### src/rtl/imem_arbiter.sv
// rtl/imem_arbiter.sv - shared instruction RAM arbiter: boot loader writes, then fetch/loader sharing.
// Define IMEM_RR_EN for round-robin arbitration in RUN; default is fixed priority (loader wins).
module imem_arbiter #(
  parameter int          ADDR_W   = 10,
  parameter logic [31:0] NOP_WORD = 32'h00000013
) (
  input  logic              clk,
  input  logic              rst_n,
  input  logic              f_req,
  input  logic [31:0]       f_addr,
  output logic              f_gnt,
  output logic              f_rvalid,
  output logic [31:0]       f_rdata,
  input  logic              l_req,
  input  logic [31:0]       l_addr,
  input  logic [31:0]       l_wdata,
  output logic              l_gnt,
  input  logic              l_done,
  output logic              boot_done,
  output logic              m_en,
  output logic              m_we,
  output logic [ADDR_W-1:0] m_addr,
  output logic [31:0]       m_wdata,
  input  logic [31:0]       m_rdata
);

  typedef enum logic {S_BOOT, S_RUN} state_t;

  state_t r_state;
  logic   r_boot_done;
  logic   r_rvalid;
  logic   r_oor;
`ifdef IMEM_RR_EN
  logic   r_prio_l;
`endif

  logic w_lg;
  logic w_fg;
  logic w_l_oor;
  logic w_f_oor;
  logic w_unused;

  assign w_l_oor  = |l_addr[31:ADDR_W+2];
  assign w_f_oor  = |f_addr[31:ADDR_W+2];
  assign w_unused = ^{f_addr[1:0], l_addr[1:0]};

  always_comb begin
    w_lg = 1'b0;
    w_fg = 1'b0;
    if (rst_n) begin
      if (r_state == S_BOOT) begin
        w_lg = l_req;
      end else if (l_req && f_req) begin
`ifdef IMEM_RR_EN
        w_lg = r_prio_l;
        w_fg = !r_prio_l;
`else
        w_lg = 1'b1;
`endif
      end else begin
        w_lg = l_req;
        w_fg = f_req;
      end
    end
  end

  assign l_gnt   = w_lg;
  assign f_gnt   = w_fg;
  // Out-of-range accesses are still granted, but never reach the RAM.
  assign m_en    = (w_lg && !w_l_oor) || (w_fg && !w_f_oor);
  assign m_we    = w_lg && !w_l_oor;
  assign m_addr  = w_lg ? l_addr[ADDR_W+1:2] : (w_fg ? f_addr[ADDR_W+1:2] : '0);
  assign m_wdata = w_lg ? l_wdata : 32'h0;

  assign boot_done = r_boot_done;
  assign f_rvalid  = r_rvalid;
  assign f_rdata   = (r_rvalid && !r_oor) ? m_rdata : NOP_WORD;

  always_ff @(posedge clk or negedge rst_n) begin
    if (!rst_n) begin
      r_state     <= S_BOOT;
      r_boot_done <= 1'b0;
      r_rvalid    <= 1'b0;
      r_oor       <= 1'b0;
`ifdef IMEM_RR_EN
      r_prio_l    <= 1'b1;
`endif
    end else begin
      if (r_state == S_BOOT && l_done) begin
        r_state     <= S_RUN;
        r_boot_done <= 1'b1;
      end
      r_rvalid <= w_fg;
      r_oor    <= w_fg && w_f_oor;
`ifdef IMEM_RR_EN
      // Priority passes to whichever side was not just served.
      if (r_state == S_RUN) begin
        if (w_lg)      r_prio_l <= 1'b0;
        else if (w_fg) r_prio_l <= 1'b1;
      end
`endif
    end
  end

endmodule

### config.mk
export PLATFORM = sky130hd
export DESIGN_NAME = imem_arbiter
export DESIGN_NICKNAME = d
export VERILOG_FILES = /design/src/rtl/imem_arbiter.sv
export SDC_FILE = /design/constraint.sdc
export NUM_CORES = 1
export LEC_CHECK = 0
export ABC_AREA = 1
export BUFFER_PORTS_ARGS = -buffer_cell sky130_fd_sc_hd__buf_2
export CAP_MARGIN = 25
export CELL_PAD_IN_SITES_DETAIL_PLACEMENT = 1
export CELL_PAD_IN_SITES_GLOBAL_PLACEMENT = 2
export CORE_MARGIN = 1.5
export CORE_UTILIZATION = 10
export DETAILED_ROUTE_END_ITERATION = 8
export PLACE_DENSITY = 0.95
export SLEW_MARGIN = 20
export SYNTH_ARGS = -nofsm -noshare
export SYNTH_HDL_FRONTEND = slang
export SYNTH_SLANG_ARGS = --single-unit
### constraint.sdc
create_clock -name clk -period 1.94 [get_ports clk]
set_input_delay 0.388 -clock clk [delete_from_list [all_inputs] [get_ports clk]]
set_output_delay 0.388 -clock clk [all_outputs]
set_load 0.1 [all_outputs]
==> results of run 1 <==
cell families after synthesis:
group           count (synthesis)  share of synthesized area (%)
simple gates                  109                           49.0
buf+inv                        75                           33.1
compound gates                 10                           9.65
flops                           3                           8.28
worst max-delay path: cells and delay by family (launching register included):
kind                   cells  cell delay, ns
flip-flops                 1            0.41
AO/OA/AOI/OAI              1            0.17
AND/OR/NAND/NOR            1            0.21
buffers and inverters      3            0.40
cell usage after synthesis:
master / number / area (sq um)
nor3_4: 1 / 16.3
buf_6: 1 / 11.3
or2_1: 1 / 6.26
nand2_1: 11 / 41.3
buf_2: 6 / 30.0
nand4_1: 1 / 6.26
or2_2: 3 / 18.8
dfrtp_1: 3 / 75.1
nand2_2: 2 / 12.5
a22o_1: 10 / 87.6
inv_1: 66 / 248
nand3_1: 2 / 10.0
nor2_1: 87 / 327
buf_4: 1 / 7.51
inv_2: 1 / 3.75
and2_0: 1 / 6.26
flip-flops by register name (all words and copies together) (netlist names):
register   flops
r_oor          1
f_rvalid       1
boot_done      1
power by group through the flow:
stage / clock (uW) / sequential [uW] / combinational, uW
final: 188 / 65.7 / 1010
after global routing: 200 / 66.1 / 1050
after CTS: 192 / 65.8 / 1020
after detailed placement: 0 / 66.7 / 1010
after global placement: 0 / 66.7 / 996
after floorplan: 0 / 72.6 / 578
path summary, 6_finish.rpt:
| check | to | slack [ns] | cells after the start |
|---|---|---|---|
| min in group asynchronous | boot_done$_DFFE_PN0P_ | 0.59 | 2 |
| max in group asynchronous | f_rvalid$_DFF_PN0_ | 1.17 | 2 |
| worst min register to register | boot_done$_DFFE_PN0P_ | 0.55 | 1 |
| worst max-delay path | m_addr[9] | 0.13 | 5 |
| worst min-delay path | boot_done$_DFFE_PN0P_ | 0.36 | 2 |
| worst max register to register | boot_done$_DFFE_PN0P_ | 1.05 | 1 |
through the flow:
stage          TNS [ns]  setup slack, ns
6_report              0            0.127
5_1_grt               0           0.0541
4_1_cts               0           0.0450
3_5_place_dp          0            0.108
3_3_place_gp          0            0.126
2_1_floorplan    -10.65           -0.341
timing repair:
item	CTS	global route
endpoints found under the setup margin	0	3
hold endpoints to repair	3	0
hold buffers	1	0
buffers inserted	0	0
metal layers:
layer	wire length, microns	global-route usage, %
met4	21	1.08
met2	3530	26.3
met1	2000	12.1
met5	0	0
met3	537	2.08
cell type report:
cell class | count | area share [%]
Timing Repair Buffer | 215 | 63.1
Multi-Input combinational cell | 119 | 22.7
Inverter | 67 | 6.93
Tap cell | 108 | 3.72
Sequential cell | 3 | 2.27
Clock buffer | 4 | 1.24
==> out/qor.csv, run 1 <==
metric,value,unit
ios,213,
max_freq,552,MHz
nets,542,
whs,0.360,ns
antenna_cells_inserted,0,
crit_chain,inv_2 -> nor3_4 -> buf_12 -> a22o_2 -> buf_12,
portBuffers,208,
crit_slowest_cell,dfrtp_4,
routed_wl,6090,microns
fin_cells,516,
hold_start,l_done,
multi_input_area,825,sq um
drv_slew,0,
max_slew_margin,66.5,%
p_comb_share,79.8,%
clkTransAtPathRegs,0.04,ns
fill_cells,1058,
cts_num_sinks,3,
finalHoldViolCount,0,
fin_util,41.4,%
routabilityCongestion,0.779,
crit_path_max_incr_delay,0.41,ns
p_sw,680,uW
area_growth_syn_to_layout,300,%
final.period_utilization,93.4,%
setup_violations,0,
clock_path_buffers,2,
rr_startpoint,boot_done$_DFFE_PN0P_,
register_area,82.6,sq um
remaining_drc_errors,0,
arrival,1.42,ns
grt_pass1_wl,9720,microns
avgSynthCellArea,4.60,sq um
layout_commonest_cell,buf_2,
synth_nets,330,
final_area,0.00363,sq mm
syn_area,907,sq um
cellInternalPower,579,uW
worst_slew_pin_slew,0.506,ns
crit_type,reg2out,
status,finished clean,
antenna_found_initial,0,
switching_share,54.0,%
ant_nets,0,
core-area,0.00876,sq mm
drive_above_1_share,65.9,%
p_clk_share,15.0,%
sequentialPowerShare,5.2,%
h-tree-depth,1,
critPathLaunch,boot_done$_DFFE_PN0P_,
overflow,0,
drtIter0Drc,7,
fin_skew,0.00647,ns
cts_tree,done,
clk_latency,0.22,ns
hp-class,in2reg,
floorplan.rows,34,
maxCapViolCount,0,
grt_max_degree,18,
power_density,347,mW/mm^2
place_area,0.00358,sq mm
cp-start-kind,register,
mostFrequentLayoutCells,"130 x buf_2, 80 x buf_12, 64 x inv_1, 58 x nor2_1, 29 x nor2_4",
endpoint_kind,primary output,
cts-resized-gates,0,
ir_drop,277,uV
die_area,0.00965,sq mm
rsz0062_at_grt,false,
grt.total_usage,12.1,%
min_period,1.81,ns
power.total,1260,uW
synth-seq-cells,3,
die_h,98.2,microns
ys_types,16,
ys_seq_area_share,8.28,%
cts-buffers-inserted,3,
synth_cells,197,
p_leak,0.00192,uW
dpl.cell_count,511,
first_pass_iters,3,
cp_common_cell,buf_12,
wl_per_cell,11.8,microns
grt_pass1_vias,2079,
worstPathRequired,1.55,ns
start_util,10.4,%
vias_per_cell,3.75,
die_w,98.2,microns
clock-root-buffer,clkbuf_8,
hpwl,5700,microns
ys_warn_count,0,
cp_max_fo,11,
vias,1937,
Note: power is estimated with default switching activity, not from simulation.
==> run 2, diff against run 1 <==
--- a/config.mk
+++ b/config.mk
@@ -6,7 +6,7 @@
 export NUM_CORES = 1
 export LEC_CHECK = 0
 export ABC_AREA = 1
-export BUFFER_PORTS_ARGS = -buffer_cell sky130_fd_sc_hd__buf_2
+export BUFFER_PORTS_ARGS = -buffer_cell sky130_fd_sc_hd__buf_4
 export CAP_MARGIN = 25
 export CELL_PAD_IN_SITES_DETAIL_PLACEMENT = 1
 export CELL_PAD_IN_SITES_GLOBAL_PLACEMENT = 2
==> run 2 against run 1 <==
  * Clock-buffer cell count did not move
  * Critical path depth did not move
  * Sequential share of layout area rose by 0.35 points
  * Core utilization fell by 5.5 points
==> out/qor.csv, run 2 (same netlist as run 1, synthesis figures left out) <==
metric,value,unit,change
min_to,boot_done$_DFFE_PN0P_,,unchanged
fin_skew,0.00413,ns,was 0.00647 ns
die_w,98.2,microns,unchanged
grt_pass1_wl,9580,microns,was 9720 microns
routed_wl,6220,microns,was 6090 microns
antenna_cells_inserted,0,,unchanged
cts_post_setup_buffers_inserted,0,,unchanged
cp_max_fo,11,,unchanged
cts-buffers-inserted,3,,unchanged
mostFrequentLayoutCells,"176 x buf_4, 64 x inv_1, 57 x nor2_1, 35 x buf_6, 29 x nor2_4",,"was 130 x buf_2, 80 x buf_12, 64 x inv_1, 58 x nor2_1, 29 x nor2_4"
max_freq,529,MHz,was 552 MHz
crit_type,reg2out,,unchanged
power_density,375,mW/mm^2,was 347 mW/mm^2
rr_worst_depth,4,,was 1
crit_chain,inv_2 -> nor3_4 -> buf_12 -> a22o_4 -> buf_4,,was inv_2 -> nor3_4 -> buf_12 -> a22o_2 -> buf_12
vias,1986,,was 1937
rsz0062_at_grt,false,,unchanged
floorplan.rows,34,,unchanged
ir_drop,340,uV,was 277 uV
cts_num_sinks,3,,unchanged
r2r_end,r_oor$_DFF_PN0_,,was boot_done$_DFFE_PN0P_
endpoint_kind,primary output,,unchanged
start_util,10.4,%,unchanged
wl_per_cell,12.0,microns,was 11.8 microns
fin_cells,517,,was 516
nets,543,,was 542
area_growth_syn_to_layout,247,%,was 300%
clk_latency,0.22,ns,about the same
remaining_drc_errors,0,,unchanged
ant_nets,0,,unchanged
worst_slew_pin_slew,0.290,ns,was 0.506 ns
grt.total_usage,12.0,%,was 12.1%
die_h,98.2,microns,unchanged
drive_above_1_share,66.3,%,was 65.9%
routabilityCongestion,0.750,,was 0.779
drtIter0Drc,7,,unchanged
hold_start,l_done,,unchanged
max_slew_margin,80.8,%,was 66.5%
p_leak,0.00182,uW,was 0.00192 uW
fill_cells,1102,,was 1058
fin_util,35.9,%,was 41.4%
grt_pass1_vias,2096,,was 2079
clock-root-buffer,clkbuf_8,,unchanged
register_area,82.6,sq um,unchanged
crit_path_max_incr_delay,0.41,ns,about the same
grt_max_degree,23,,was 18
clock_path_buffers,2,,unchanged
dp_worst_setup_slack,0.142,ns,was 0.108 ns
clkTransAtPathRegs,0.04,ns,about the same
status,finished clean,,unchanged
hpwl,5520,microns,was 5700 microns
final.period_utilization,97.4,%,was 93.4%
vias_per_cell,3.84,,was 3.75
maxCapViolCount,0,,unchanged
layout_commonest_cell,buf_4,,was buf_2
antenna_found_initial,0,,unchanged
setup_violations,0,,unchanged
core-area,0.00876,sq mm,unchanged
first_pass_iters,2,,was 3
h-tree-depth,1,,unchanged
hp-class,in2reg,,unchanged
cts_tree,done,,unchanged
crit_slowest_cell,dfrtp_4,,unchanged
final.setup.tns,0,ns,unchanged
setup_slack,0.0499,ns,was 0.127 ns
cp-start-kind,register,,unchanged
rr_startpoint,boot_done$_DFFE_PN0P_,,unchanged
min_path_cells,2,,unchanged
ios,213,,unchanged
worstPathRequired,1.55,ns,about the same
reg2reg_slack,1.02,ns,was 1.05 ns
die_area,0.00965,sq mm,unchanged
overflow,0,,unchanged
multi_input_area,827,sq um,was 825 sq um
min_period,1.89,ns,was 1.81 ns
dpl.cell_count,511,,unchanged
arrival,1.50,ns,was 1.42 ns
drv_slew,0,,unchanged
portBuffers,208,,unchanged
finalHoldViolCount,0,,unchanged
run 2: cell types whose count changed in the layout (fill, tap and decap cells not counted), sizes merged:
cell | before | now
clkbuf | 4 | 5
run 2: worst max-delay path: cells and delay by family (launching register included):
kind | cells | cell delay, ns
buf+inv | 3 | 0.50
flops | 1 | 0.41
simple gates | 1 | 0.25
compound gates | 1 | 0.11
run 2: routing by layer:
layer  share of wire [%]  vias to the layer above  track usage, %
met5                   0                        -               0
met4                 1.3                        0            2.60
met3                  10                        8            3.08
met2                  58                      121            25.4
met1                  31                      891            11.2
li1                    -                      966               -
run 2: repair_timing:
item,CTS,global route
hold buffers,1,0
endpoints found under the hold margin,3,0
resized for setup,5,34
setup endpoints to repair,5,29
cloned,0,1
pin swaps,0,1
run 2: worst max path at each step:
stage                        endpoint                   from  cells past startpoint
final                       m_addr[5]  boot_done$_DFFE_PN0P_                      5
after global routing        m_addr[0]  boot_done$_DFFE_PN0P_                      5
after CTS                 f_rdata[20]     f_rvalid$_DFF_PN0_                      6
after detailed placement    m_addr[9]                  rst_n                      6
after global placement      m_addr[9]                  rst_n                      6
after floorplan           m_wdata[10]                  rst_n                      3
run 2: power by group:
part	internal, uW	switching [uW]
clock network	141	49.3
logic	321	606
registers	65.1	0.839
total	527	656
run 2: area by class of cell:
type / instances / area share, %
multi-input combinational: 119 / 26.3
tap: 108 / 4.29
timing repair buffer: 216 / 57.3
inverter: 67 / 8.07
clock buffer: 4 / 1.43
sequential: 3 / 2.62
run 2: stage by stage:
| stage | area (sq um) | power [uW] | hold WS, ns |
|---|---|---|---|
| finish | 3150 | 1180 | 0.354 |
| global route | 3150 | 1230 | 0.365 |
| CTS | 3000 | 1170 | 0.356 |
| detailed placement | 2930 | 971 | 0.197 |
| global placement | 2930 | 956 | 0.194 |
| floorplan | 1220 | 651 | 0.0924 |
==> run 3, diff against run 2 <==
--- a/config.mk
+++ b/config.mk
@@ -9,11 +9,11 @@
 export BUFFER_PORTS_ARGS = -buffer_cell sky130_fd_sc_hd__buf_4
 export CAP_MARGIN = 25
 export CELL_PAD_IN_SITES_DETAIL_PLACEMENT = 1
-export CELL_PAD_IN_SITES_GLOBAL_PLACEMENT = 2
+export CELL_PAD_IN_SITES_GLOBAL_PLACEMENT = 1
 export CORE_MARGIN = 1.5
-export CORE_UTILIZATION = 10
+export CORE_UTILIZATION = 11
 export DETAILED_ROUTE_END_ITERATION = 8
-export PLACE_DENSITY = 0.95
+export PLACE_DENSITY = 0.91
 export SLEW_MARGIN = 20
 export SYNTH_ARGS = -nofsm -noshare
 export SYNTH_HDL_FRONTEND = slang
==> constraint.sdc (replaced) <==
create_clock -name clk -period 2.3 [get_ports clk]
set_input_delay 0.46 -clock clk [delete_from_list [all_inputs] [get_ports clk]]
set_output_delay 0.46 -clock clk [all_outputs]
set_load 0.1 [all_outputs]
==> run 3 against run 2 <==
  * Clock power fell by 21%
  * Die area fell by 8.8%
  * Routed wire length shrank 1.6%
  * Combinational power decreased by 18%
  * First-iteration DRC count grew 71%
  * Flip-flop and latch count did not move
  * Global-route usage up 0.78 points
==> out/qor.csv, run 3 (same netlist as run 1, synthesis figures left out) <==
metric,value,unit,change
dp_worst_setup_slack,0.244,ns,was 0.142 ns
status,finished clean,,unchanged
maxCapViolCount,0,,unchanged
grt_pass1_wl,8920,microns,was 9580 microns
rsz0062_at_grt,false,,unchanged
place_area,0.00291,sq mm,was 0.00293 sq mm
cts-buffers-inserted,3,,unchanged
power_density,326,mW/mm^2,was 375 mW/mm^2
layout_commonest_cell,buf_4,,unchanged
fin_skew,0.00136,ns,was 0.00413 ns
hold_buffers,0,,was 1
cp-start-kind,register,,unchanged
area_growth_syn_to_layout,225,%,was 247%
grt_max_degree,33,,was 23
endpoint_kind,primary output,,unchanged
die_w,93.8,microns,was 98.2 microns
floorplan.rows,32,,was 34
cp_common_cell,buf_4,,
max_freq,482,MHz,
die_area,0.00880,sq mm,was 0.00965 sq mm
vias_per_cell,3.81,,was 3.84
h-tree-depth,1,,unchanged
hpwl,5610,microns,was 5520 microns
start_util,11.6,%,was 10.4%
final_area,0.00295,sq mm,was 0.00315 sq mm
crit_chain,inv_1 -> nor3_4 -> buf_4 -> a22o_1 -> buf_4,,was inv_2 -> nor3_4 -> buf_12 -> a22o_4 -> buf_4
critPathBufInv,3,,unchanged
nets,541,,was 543
overflow,0,,unchanged
first_pass_iters,3,,was 2
drtIter0Drc,12,,was 7
antenna_found_initial,0,,unchanged
register_area,77.6,sq um,was 82.6 sq um
remaining_drc_errors,0,,unchanged
crit_type,reg2out,,unchanged
mostFrequentLayoutCells,"212 x buf_4, 65 x inv_1, 58 x nor2_1, 29 x nor2_4, 10 x nand2_1",,"was 176 x buf_4, 64 x inv_1, 57 x nor2_1, 35 x buf_6, 29 x nor2_4"
cts_num_sinks,3,,unchanged
rr_worst_depth,4,,unchanged
path_delay_family,buffers and inverters,,unchanged
ir_drop,144,uV,was 340 uV
die_h,93.8,microns,was 98.2 microns
core-area,0.00785,sq mm,was 0.00876 sq mm
arrival,1.62,ns,was 1.50 ns
grt.total_usage,12.8,%,was 12.0%
crit_slowest_cell,nor3_4,,was dfrtp_4
power.total,961,uW,was 1180 uW
setup_slack,0.225,ns,was 0.0499 ns
ant_nets,0,,unchanged
finalHoldViolCount,0,,unchanged
wl_per_cell,12.0,microns,about the same
portBuffers,208,,unchanged
routabilityCongestion,0.731,,was 0.750
clock_path_buffers,2,,unchanged
cp_max_fo,6,,was 11
crit_path_max_incr_delay,0.37,ns,was 0.41 ns
final.period_utilization,90.2,%,
worst_slew_pin_slew,0.450,ns,was 0.290 ns
dpl.cell_count,505,,was 511
routed_wl,6130,microns,was 6220 microns
hp-class,in2async,,was in2reg
vias,1940,,was 1986
cts_post_setup_buffers_inserted,0,,unchanged
cts_tree,done,,unchanged
max_slew_margin,70.0,%,was 80.8%
drv_slew,0,,unchanged
min_period,2.08,ns,
cp_num_cells,5,,unchanged
fill_cells,1017,,was 1102
fin_cells,509,,was 517
multi_input_area,818,sq um,was 827 sq um
antenna_cells_inserted,0,,unchanged
clock-root-buffer,clkbuf_8,,unchanged
setup_violations,0,,unchanged
ios,213,,unchanged
fin_util,37.6,%,was 35.9%
clk_latency,0.21,ns,was 0.22 ns
p_leak,0.00178,uW,was 0.00182 uW
drive_above_1_share,65.1,%,was 66.3%
cts-resized-gates,0,,was 5
clkTransAtPathRegs,0.03,ns,was 0.04 ns
worstPathRequired,1.84,ns,was 1.55 ns
grt_pass1_vias,2022,,was 2096
## run 3: cell type report
class	count	share of cell area, %
repair buffers	214	55.3
multi-input cells	119	27.7
inverters	67	8.52
well taps	102	4.32
flip-flops and latches	3	2.63
clock buffers	4	1.53
## run 3: final timing paths
| kind | startpoint | end | slack, ns |
|---|---|---|---|
| max reg2reg | boot_done$_DFFE_PN0P_ | r_oor$_DFF_PN0_ | 1.27 |
| max in group asynchronous | rst_n | f_rvalid$_DFF_PN0_ | 2.14 |
| min | rst_n | boot_done$_DFFE_PN0P_ | 0.04 |
| max | boot_done$_DFFE_PN0P_ | m_addr[9] | 0.22 |
| min reg2reg | boot_done$_DFFE_PN0P_ | boot_done$_DFFE_PN0P_ | 0.50 |
| min in group clk | l_done | boot_done$_DFFE_PN0P_ | 0.43 |
## run 3: stage by stage
step                hold WS [ns]  setup TNS (ns)
finish                    0.0430               0
global route              0.0351               0
CTS                       0.0400               0
detailed placement         0.268               0
global placement           0.266               0
floorplan                  0.164           -3.76
## run 3: power breakdown
part	total (uW)	switching (uW)	leakage, uW	internal, uW
logic	755	505	0.00172	249
clock network	151	33.1	0.0000228	118
registers	55.2	0.578	0.0000339	54.7
total	961	539	0.00178	422
## run 3: routing by layer
| metal | wire, microns | track usage, % | vias to the layer above |
|---|---|---|---|
| met2 | 3440 | 26.5 | 129 |
| met1 | 1940 | 11.8 | 844 |
| met4 | 51 | 2.99 | 0 |
| met5 | 0 | 0 | - |
| li1 | - | - | 963 |
| met3 | 692 | 3.88 | 4 |
## run 3: worst reg2reg max path, delay by kind of cell, from the launching register on
family	cells	cell delay, ns
flip-flops	1	0.36
AND/OR/NAND/NOR	2	0.47
buffers and inverters	2	0.13
